**src/rtl/hilo_write_arbiter.sv**
```systemverilog
// hilo_write_arbiter
//
// Shares the single register-file write port between the pipeline
// writeback (MEM/WB) and a mul/div unit that produces {hi,lo} result pairs.
// Results are queued in a small in-order FIFO. Each entry is drained as two
// consecutive writes: $hi (index 32), then $lo (index 33). Pipeline
// writeback normally wins the port. If it wins STARVE_LIMIT cycles in a row
// while a result is waiting, the pipeline is held for one cycle so that the
// pending $hi/$lo write can go through.
//
// Parameters
//   DEPTH         number of queued {hi,lo} entries (1..4)
//   STARVE_LIMIT  consecutive lost cycles before writeback is held
//
// Ports
//   clock     single clock, rising edge
//   reset     synchronous, active-high
//   wb_we     pipeline writeback request
//   wb_addr   writeback destination register (0..31)
//   wb_data   writeback data
//   md_valid  mul/div result offered this cycle
//   md_hi     $hi half of the offered result
//   md_lo     $lo half of the offered result
//   md_ready  result accepted this cycle (FIFO not full)
//   rf_we     register file write enable
//   rf_addr   register file write index (0-31 GPR, 32 = $hi, 33 = $lo)
//   rf_data   register file write data
//   wb_hold   freeze MEM/WB; the writeback is re-presented next cycle
//   md_busy   $hi/$lo writes pending (mfhi/mflo hazard stall)
module hilo_write_arbiter #(
    parameter int DEPTH        = 2,
    parameter int STARVE_LIMIT = 8
) (
    input  logic        clock,
    input  logic        reset,
    input  logic        wb_we,
    input  logic [4:0]  wb_addr,
    input  logic [31:0] wb_data,
    input  logic        md_valid,
    input  logic [31:0] md_hi,
    input  logic [31:0] md_lo,
    output logic        md_ready,
    output logic        rf_we,
    output logic [5:0]  rf_addr,
    output logic [31:0] rf_data,
    output logic        wb_hold,
    output logic        md_busy
);

    localparam int PTR_W = (DEPTH > 1) ? $clog2(DEPTH) : 1;
    localparam int CNT_W = $clog2(DEPTH + 1);
    localparam int STV_W = $clog2(STARVE_LIMIT + 1);

    localparam logic [PTR_W-1:0] LAST_PTR  = PTR_W'(DEPTH - 1);
    localparam logic [CNT_W-1:0] FULL_CNT  = CNT_W'(DEPTH);
    localparam logic [STV_W-1:0] STV_LIMIT = STV_W'(STARVE_LIMIT);

    typedef enum logic [1:0] {
        IDLE  = 2'd0,
        WR_HI = 2'd1,
        WR_LO = 2'd2
    } state_t;

    state_t           state_reg, state_next;
    logic [PTR_W-1:0] rd_ptr_reg, wr_ptr_reg;
    logic [CNT_W-1:0] count_reg, count_next;
    logic [STV_W-1:0] starve_reg, starve_next;

    logic [31:0] hi_mem [DEPTH];
    logic [31:0] lo_mem [DEPTH];

    logic wb_req;
    logic wb_wins;
    logic push;
    logic pop;

    // Register 0 is hard-wired to zero, so such a writeback is not a request.
    assign wb_req   = wb_we && (wb_addr != 5'd0);
    // Readiness depends only on the current count: a full FIFO refuses a
    // result even in the cycle its head is popped.
    assign md_ready = (count_reg < FULL_CNT) && !reset;
    assign push     = md_valid && md_ready;
    assign wb_hold  = (state_reg != IDLE) && (starve_reg == STV_LIMIT) && wb_req && !reset;
    assign wb_wins  = wb_req && !wb_hold;
    assign md_busy  = (count_reg != '0) && !reset;

    // Arbitration and next-state logic.
    always_comb begin
        state_next  = state_reg;
        starve_next = starve_reg;
        pop         = 1'b0;
        rf_we       = 1'b0;
        rf_addr     = 6'd0;
        rf_data     = 32'd0;

        case (state_reg)
            IDLE: begin
                if (wb_req) begin
                    rf_we   = 1'b1;
                    rf_addr = {1'b0, wb_addr};
                    rf_data = wb_data;
                end
                if (count_reg != '0) begin
                    state_next = WR_HI;
                end
            end
            WR_HI: begin
                if (wb_wins) begin
                    rf_we   = 1'b1;
                    rf_addr = {1'b0, wb_addr};
                    rf_data = wb_data;
                    if (starve_reg != STV_LIMIT) begin
                        starve_next = starve_reg + STV_W'(1);
                    end
                end else begin
                    rf_we       = 1'b1;
                    rf_addr     = 6'd32;
                    rf_data     = hi_mem[rd_ptr_reg];
                    starve_next = '0;
                    state_next  = WR_LO;
                end
            end
            WR_LO: begin
                if (wb_wins) begin
                    rf_we   = 1'b1;
                    rf_addr = {1'b0, wb_addr};
                    rf_data = wb_data;
                    if (starve_reg != STV_LIMIT) begin
                        starve_next = starve_reg + STV_W'(1);
                    end
                end else begin
                    rf_we       = 1'b1;
                    rf_addr     = 6'd33;
                    rf_data     = lo_mem[rd_ptr_reg];
                    starve_next = '0;
                    pop         = 1'b1;
                    // Stay busy if another entry remains after the pop,
                    // including one being pushed in this same cycle.
                    state_next  = ((count_reg > CNT_W'(1)) || push) ? WR_HI : IDLE;
                end
            end
            default: begin
                state_next = IDLE;
            end
        endcase

        if (reset) begin
            rf_we   = 1'b0;
            rf_addr = 6'd0;
            rf_data = 32'd0;
            pop     = 1'b0;
        end
    end

    always_comb begin
        count_next = count_reg;
        if (push && !pop) begin
            count_next = count_reg + CNT_W'(1);
        end else if (pop && !push) begin
            count_next = count_reg - CNT_W'(1);
        end
    end

    always_ff @(posedge clock) begin
        if (reset) begin
            state_reg  <= IDLE;
            count_reg  <= '0;
            rd_ptr_reg <= '0;
            wr_ptr_reg <= '0;
            starve_reg <= '0;
        end else begin
            state_reg  <= state_next;
            count_reg  <= count_next;
            starve_reg <= starve_next;
            if (push) begin
                wr_ptr_reg <= (wr_ptr_reg == LAST_PTR) ? '0 : wr_ptr_reg + PTR_W'(1);
            end
            if (pop) begin
                rd_ptr_reg <= (rd_ptr_reg == LAST_PTR) ? '0 : rd_ptr_reg + PTR_W'(1);
            end
        end
    end

    // Entry storage; contents are don't-care until pushed, so no reset.
    always_ff @(posedge clock) begin
        if (push) begin
            hi_mem[wr_ptr_reg] <= md_hi;
            lo_mem[wr_ptr_reg] <= md_lo;
        end
    end

endmodule

```
**config.mk**
```make
export PLATFORM = sky130hd
export DESIGN_NAME = hilo_write_arbiter
export DESIGN_NICKNAME = d
export VERILOG_FILES = /design/src/rtl/hilo_write_arbiter.sv
export SDC_FILE = /design/constraint.sdc
export NUM_CORES = 1
export LEC_CHECK = 0
export CAP_MARGIN = 20
export CORE_ASPECT_RATIO = 0.75
export CORE_MARGIN = 4
export CORE_UTILIZATION = 45
export CTS_CLUSTER_DIAMETER = 80
export DETAILED_ROUTE_END_ITERATION = 7
export PLACE_DENSITY = 0.72
export SLEW_MARGIN = 5
export SYNTH_ARGS = -nofsm -noshare
export SYNTH_HDL_FRONTEND = slang
export SYNTH_SLANG_ARGS = --single-unit
```
**constraint.sdc**
```tcl
create_clock -name clock -period 4.47 [get_ports clock]
set_clock_uncertainty 0.15 [all_clocks]
set_input_delay 0.447 -clock clock [delete_from_list [all_inputs] [get_ports clock]]
set_output_delay 0.447 -clock clock [all_outputs]
set_load 0.02 [all_outputs]
```
Word level (Yosys, flattened, before mapping):

Memories as Yosys holds them, arrays and structs flattened. A register that Yosys moved wholly into a read port is not among the register bits.
Cells that the tools add are included.

* memories: 2
* word-level logic and storage cells: 78
* RAM bits: 128
* bits of input ports: 105
* register bits after elaboration: 10

Memories
* hi_mem: depth 2, width 32, read ports 1, clocked after memory_dff 1, write ports 1, RTL line 69 `logic [31:0] hi_mem [DEPTH];`
* lo_mem: depth 2, width 32, read ports 1, clocked after memory_dff 1, write ports 1, RTL line 70 `logic [31:0] lo_mem [DEPTH];`

* equality and inequality tests: 8
* reduce and logical (&&, ||, !) cells: 23
* $add $sub $neg: 5
* muxes and demuxes: 33
* magnitude comparators: 2

Operator list (number)
* 32-bit two-way mux: 4
* 32-bit one-hot mux with 3 select lines: 1
* 6-bit two-way mux: 3
* 6-bit one-hot mux with 3 select lines: 1
* 1-bit two-way mux: 14
* 1-bit logical AND: 10
* 2-bit two-way mux: 5
* 4-bit two-way mux: 2
* 2-bit != test, second input constant: 3
* 2-bit one-hot mux with 3 select lines: 1
* 2-bit nonzero test: 3
* 5-bit two-way mux: 1
* 5-bit nonzero test: 1
* 4-bit by 1-bit adder with 4-bit output, second input constant: 1
* 4-bit equality test, second input constant: 1
* 1-bit logical NOT: 4
* 4-bit != test, second input constant: 1
* 3-bit AND reduction: 1
* 1-bit adder, second input constant: 2
* 2-bit by 1-bit adder with 2-bit output, second input constant: 1
* 2-bit by 1-bit equality test with 1-bit output, second input constant: 1
* 2-bit equality test, second input constant: 1
* 2-bit by 1-bit > comparator with 1-bit output, second input constant: 1
* 2-bit logical NOT: 1
* 7 further kinds: 7

Longest topological paths before layout:

Gate-level depths: netlist of run 1.

* depth in word-level cells: 12
* depth in mapped cells: 11
* mapped depth without buffers: 11

Least setup slack after synthesis of run 1:

OpenSTA, ideal clock, no wires.

* kind: input -> register
* start: input port reset
* end: memory hi_mem[0][0] (enable)
* stages: 3
* path slack: -0.185 ns
* data arrival time: 4.011 ns
* path through: clkbuf_1 -> nor3b_1 -> nor2b_1

* word-level cells in the longest chain between the ends: 5

RTL lines
* from (decl): RTL line 35 `input logic reset,`
* 1-bit logical NOT: RTL line 81 `assign md_ready = (count_reg < FULL_CNT) && !reset;`
* 1-bit logical AND: RTL line 81
* 1-bit logical AND: RTL line 82 `assign push = md_valid && md_ready;`
* via push: RTL line 74 `logic push;`
* 1-bit two-way mux: RTL line 186 `if (push) begin`
* 1-bit two-way mux (implied by the code): RTL line 187 `hi_mem[wr_ptr_reg] <= md_hi;`
* to (decl): RTL line 69

The timed path passes the listed nets, and every way through them passes these cells.

Final worst setup path of run 1:

* start: input port wb_addr[1]
* end: output port rf_data[0]

* word-level cells in the longest chain between the ends: 9
* elaborated cells between the ends (all ways): 11

RTL lines
* from (decl): RTL line 37 `input logic [4:0] wb_addr,`
* 5-bit nonzero test (*): RTL line 78 `assign wb_req = wb_we && (wb_addr != 5'd0);`
* 1-bit logical AND (*): RTL line 78
* 1-bit logical AND (2 in a row): RTL line 83 `assign wb_hold = (state_reg != IDLE) && (starve_reg == STV_LIMIT) && wb_req && !reset;`
* 1-bit logical NOT: RTL line 84 `assign wb_wins = wb_req && !wb_hold;`
* 1-bit logical AND: RTL line 84
* 32-bit two-way mux, on equally long branches: RTL line 124, 108
* 32-bit one-hot mux with 3 select lines (*): RTL line 96 `case (state_reg)`
* 32-bit two-way mux (*): RTL line 147 `if (reset) begin`
* to (decl): RTL line 45 `output logic [31:0] rf_data,`

Mark *: on every way between the ends. The rest lies on a longest branch, timed or not.

==> flow_metrics.py, run 1 <==
metrics = {
    "status": {
        "status": "finished clean",
    },
    "critical_path": {
        "cpPeakStageDelay_ns": 0.64,
        "path_class": "in2out",
        "start_kind": "primary input",
        "worstRegToRegCells": 9,
        "rrSetupSlack_ns": 2.08,
        "cpMaxStageDelayCell": "clkdlybuf4s50_1",
        "worstPathMaxFanout": 20,
        "required_ns": 3.87,
        "end_kind": "output port",
        "cp.arrival_ns": 2.97,
        "crit_chain": "clkdlybuf4s50_1 -> or4_4 -> o21ai_4 -> o21ai_4 -> buf_12 -> o2bb2ai_1 -> clkdlybuf4s50_1",
    },
    "timing": {
        "relSlewSlack_pct": 54.6,
        "finalWorstSetupSlack_ns": 0.901,
        "finalSetupViolations": 0,
        "period_needed_ns": 3.57,
        "finalSetupTns_ns": 0,
        "drv_slew": 0,
        "hold_slack_ns": 0.374,
        "timing.final.crit_share_pct": 79.8,
        "max_freq_mhz": 280,
        "tightest_slew_ns": 0.681,
        "finalHoldViolCount": 0,
        "rsz0062_at_grt": "false",
    },
    "floorplanning": {
        "dieArea_mm2": 0.0159,
        "ios": 147,
        "core_mm2": 0.0137,
        "fp.dieW_um": 144,
        "row_count": 37,
        "die_h_um": 110,
        "start_util_pct": 45.9,
    },
    "placed_design": {
        "post-place-ws_ns": 0.656,
        "dpl_cell_area_mm2": 0.00795,
        "dp_hpwl_mm": 8.94,
        "globalplace.congestion": 0.740,
        "io_buffer_count": 146,
        "dp.cells": 685,
    },
    "synth": {
        "ys.flop_type": "edfxtp_1",
        "syn_area_mm2": 0.00629,
        "synth_fp_nets": 493,
        "synth_common_cells": "edfxtp_1, mux2_2, a22oi_1",
        "ys_warn_count": 0,
        "ys_seq_area_share_pct": 64.6,
        "synth.area.top_cells": "edfxtp_1, mux2_2, o2bb2ai_2, a22oi_1, dfxtp_1",
        "avgSynthCellArea_um2": 16.6,
        "synth_edf_count": 128,
        "synth-async-reset-ratio_pct": 0,
        "ys_types": 43,
        "synth_top_area_cell": "edfxtp_1",
        "yosysMostFrequentCell": "edfxtp_1",
        "synth_top_area_share_pct": 61.1,
        "synth_seq_cells": 139,
        "syn_inst": 379,
    },
    "clock_tree": {
        "root_buffer": "clkbuf_16",
        "cts_sinks": 139,
        "numCtsBuffers": 17,
        "clockBufferDepth": 2,
        "cts_tree": "done",
        "ctsResizeCount": 0,
        "cts_setup_buffers": 0,
        "cts.hold.buffers_added": 0,
        "h-tree-depth": 4,
        "clock_latency_ns": 0.41,
        "path_clk_slew_ns": 0.06,
    },
    "detailed_routing": {
        "drc": 0,
        "wl_per_cell_um": 19.3,
        "vias": 3886,
        "final_antenna_net_count": 0,
        "routed_wl_mm": 13.9,
        "drtIter0Drc": 243,
        "first_pass_iters": 4,
        "routed_via_density": 5.41,
    },
    "hold_path": {
        "hold_path_depth": 2,
        "hp-class": "reg2reg",
    },
    "power": {
        "clockPowerShare_pct": 39.8,
        "vdd_ir_drop_max_mv": 0.299,
        "combPwrFrac_pct": 21.1,
        "p_leak_uw": 0.00281,
        "p_per_area_mw_per_mm2": 452,
        "netSwitchingPower_uw": 982,
        "p_sw_share_pct": 25.2,
        "seqPwrFrac_pct": 39.0,
        "p_int_uw": 2920,
    },
    "final_layout": {
        "area_delta_synth_final_pct": 37.2,
        "drive_gt1_share_pct": 26.7,
        "fill_cells": 1015,
        "fin_area_mm2": 0.00862,
        "diodes": 0,
        "nets": 644,
        "final_cells": 718,
    },
    "global_routing": {
        "grt_pass1_vias": 4112,
        "grt_max_degree": 65,
        "track_usage_pct": 18.1,
        "grt_pass1_wl_mm": 21.5,
        "antenna_found_initial": 0,
        "grt_remaining_overflow": 0,
    },
    "job": {
        "drv_cap": 0,
    },
}
placed cells by master (no fill, tap or decap), drive strengths merged, types with 5 or more instances in the layout:
cell | netlist | final
buf | 15 | 10
and2 | 7 | 7
clkinv | 0 | 7
a22oi | 32 | 32
nor2b | 5 | 5
o2bb2ai | 32 | 32
nor2 | 12 | 12
bufinv | 0 | 6
nand2 | 6 | 6
mux2 | 66 | 66
clkbuf | 9 | 19
dfxtp | 11 | 11
ha | 9 | 9
inv | 9 | 9
clkdlybuf4s50 | 0 | 146
edfxtp | 128 | 128
o21ai | 5 | 5
cell type report:
type	count	area, um^2	share of cell area, %
flip-flops and latches	139	4070	47.1
multi-input cells	207	2060	23.9
repair buffers	156	1590	18.4
clock buffers	19	433	5.02
clock inverters	13	223	2.58
well taps	175	219	2.54
inverters	9	33.8	0.392
cell families after synthesis:
logic type	Yosys count	synth area share [%]
xor gates and xnor gates	3	0.418
muxes	67	12.0
buffers and inverters	33	2.75
and+or+nand+nor	43	3.88
adders and majority gates	9	1.79
DFF	139	64.6
AOI/OAI and AO/OA	85	14.5
power groups by stage:
stage	clock network [uW]	logic (uW)	registers [uW]
finish	1550	825	1520
CTS	1580	828	1520
global route	1640	886	1530
global placement	0	808	1540
floorplan	0	494	1540
detailed placement	0	823	1550
routing by layer:
metal	GRT usage (%)	vias to the layer above	part of all wire, %	wire length [um]
met5	0	-	0	0
met1	22.6	1921	44	6130
met2	29.6	128	48	6640
met4	5.73	0	1.1	158
met3	6.68	13	6.7	926
li1	-	1824	-	-
per-stage QoR:
step	total power (uW)	util (%)
after floorplan	2030	-
after global placement	2350	58.0
after detailed placement	2370	58.0
after CTS	3930	62.8
after global routing	4060	62.9
final	3900	62.9
critical path: cells and delay by family:
kind | cells | cell delay, ns
simple gates | 1 | 0.57
buf+inv | 3 | 1.25
compound gates | 3 | 0.70
path summary, 6_finish.rpt:
kind                      start            end
setup / recovery     wb_addr[1]     rf_data[0]
hold / removal    starve_reg[1]  starve_reg[1]
setup reg to reg   state_reg[0]   count_reg[1]
hold reg to reg   starve_reg[1]  starve_reg[1]
Power figures use the tool's default switching activity.
==> run 2: changes to the inputs <==
--- a/config.mk
+++ b/config.mk
@@ -11,7 +11,7 @@
 export CORE_UTILIZATION = 45
 export CTS_CLUSTER_DIAMETER = 80
 export DETAILED_ROUTE_END_ITERATION = 7
-export PLACE_DENSITY = 0.72
+export PLACE_DENSITY = 0.69
 export SLEW_MARGIN = 5
 export SYNTH_ARGS = -nofsm -noshare
 export SYNTH_HDL_FRONTEND = slang
==> constraint.sdc (replaced) <==
create_clock -name clock -period 3.4 [get_ports clock]
set_clock_uncertainty 0.15 [all_clocks]
set_input_delay 0.34 -clock clock [delete_from_list [all_inputs] [get_ports clock]]
set_output_delay 0.34 -clock clock [all_outputs]
set_load 0.02 [all_outputs]
==> run 2 against run 1 <==
Setup slack worse by 0.77 ns; routed wire length is 0.19% lower; highest routed layer unchanged; register-to-register slack worse by 0.97 ns; utilization is 0.17 points higher; sequential cell count stayed put; critical path depth is 1 higher; global-route usage is 0.22 points lower; sequential share of layout area is 0.13 points lower; final cell count is 0.56% higher; worst hold slack worse by 0.020 ns; via count is 0.31% higher.
==> flow_metrics.py, run 2 (synthesis gave the netlist of run 1 again) <==
metrics = {
    "detailed_routing": {
        "drc": 0,
        "wl_per_cell_um": 19.2,
        "routed_wl_mm": 13.8,
        "vias": 3898,
        "final_antenna_net_count": 0,
        "routed_via_density": 5.40,
        "first_pass_iters": 5,
        "drtIter0Drc": 241,
    },
    "clock_tree": {
        "clockBufferDepth": 2,
        "clock_latency_ns": 0.41,
        "path_clk_slew_ns": 0.06,
        "cts_tree": "done",
        "numCtsBuffers": 17,
        "root_buffer": "clkbuf_16",
        "h-tree-depth": 4,
        "cts_sinks": 139,
        "cts.hold.buffers_added": 0,
    },
    "power": {
        "power_uw": 5030,
        "p_per_area_mw_per_mm2": 581,
        "p_leak_uw": 0.00286,
        "vdd_ir_drop_max_mv": 0.350,
    },
    "final_layout": {
        "final_common_cell": "clkdlybuf4s50_1",
        "fin_util_pct": 63.1,
        "layout_common_cells": "clkdlybuf4s50_1, edfxtp_1, mux2_2",
        "multi_input_area_mm2": 0.00206,
        "final_cells": 722,
        "regArea_mm2": 0.00407,
        "drive_gt1_share_pct": 28.0,
        "diodes": 0,
        "fill_cells": 1011,
        "nets": 649,
        "area_delta_synth_final_pct": 37.6,
    },
    "timing": {
        "finalSetupViolations": 0,
        "relSlewSlack_pct": 66.6,
        "period_needed_ns": 3.27,
        "drv_slew": 0,
        "rsz0062_at_grt": "false",
        "finalWorstSetupSlack_ns": 0.128,
        "finalHoldViolCount": 0,
        "timing.final.crit_share_pct": 96.2,
        "finalSetupTns_ns": 0,
        "max_freq_mhz": 306,
        "tightest_slew_ns": 0.501,
    },
    "critical_path": {
        "worstPathMaxFanout": 21,
        "path_buf_inv": 3,
        "required_ns": 2.91,
        "end_kind": "output port",
        "cpPeakStageDelay_ns": 0.63,
        "cpMaxStageDelayCell": "clkdlybuf4s50_1",
        "path_class": "reg2out",
        "cp.arrival_ns": 2.78,
        "rrSetupSlack_ns": 1.11,
        "start_kind": "register",
        "critical-path-top-delay-family": "buffers and inverters",
        "crit_chain": "inv_1 -> ha_1 -> nand3b_4 -> o21ai_2 -> a2111oi_4 -> buf_12 -> o2bb2ai_2 -> clkdlybuf4s50_1",
    },
    "placed_design": {
        "globalplace.congestion": 0.773,
        "dp.cells": 691,
        "dp_hpwl_mm": 9.26,
        "post-place-ws_ns": 0.145,
        "io_buffer_count": 146,
    },
    "floorplanning": {
        "ios": 147,
        "fp.dieW_um": 144,
        "dieArea_mm2": 0.0159,
        "die_h_um": 110,
        "core_mm2": 0.0137,
        "row_count": 37,
        "start_util_pct": 45.9,
    },
    "global_routing": {
        "grt_pass1_wl_mm": 21.5,
        "antenna_found_initial": 0,
        "grt_remaining_overflow": 0,
        "track_usage_pct": 17.9,
        "grt_max_degree": 37,
        "grt_pass1_vias": 4207,
    },
    "hold_path": {
        "hp-class": "in2reg",
    },
    "status": {
        "status": "finished clean",
    },
    "job": {
        "drv_cap": 0,
    },
}
-- run 2: power breakdown --
group	leakage (uW)	internal (uW)	switching, uW	total [uW]
Clock	0.000297	1230	696	1930
Combinational	0.00130	519	590	1110
Sequential	0.00126	1960	30.7	1990
-- run 2: timing repair --
item,in CTS,in global routing
setup buffers,0,0
resized for setup,0,4
endpoints found under the setup margin,0,30
-- run 2: final timing paths --
check                  end          start  depth (start not counted)
min          lo_mem[0][10]      md_lo[10]                          1
max             rf_data[4]  starve_reg[0]                          8
min reg2reg   state_reg[0]   state_reg[0]                          2
max reg2reg   count_reg[1]   state_reg[0]                          9
-- run 2: through the flow --
| stage | instance area (um^2) | hold slack [ns] |
|---|---|---|
| floorplan | 6290 | 0.289 |
| global placement | 8020 | 0.348 |
| detailed placement | 8020 | 0.358 |
| CTS | 8640 | 0.339 |
| global route | 8650 | 0.344 |
| finish | 8650 | 0.355 |
-- run 2: routing by layer --
layer	track usage, %	share of wire (%)	vias to the layer above	wire, um
met4	6.13	1.4	0	188
met3	5.13	5.9	17	820
met1	22.7	43	1932	5980
li1	-	-	1830	-
met5	0	0	-	0
met2	29.8	49	119	6850
-- run 2: area by class of cell --
cell class / instances / area share, %
well taps: 175 / 2.53
clock buffers: 18 / 4.96
inverters: 9 / 0.391
flip-flops and latches: 139 / 47.0
multi-input cells: 207 / 23.9
repair buffers: 161 / 19.0
clock inverters: 13 / 2.23
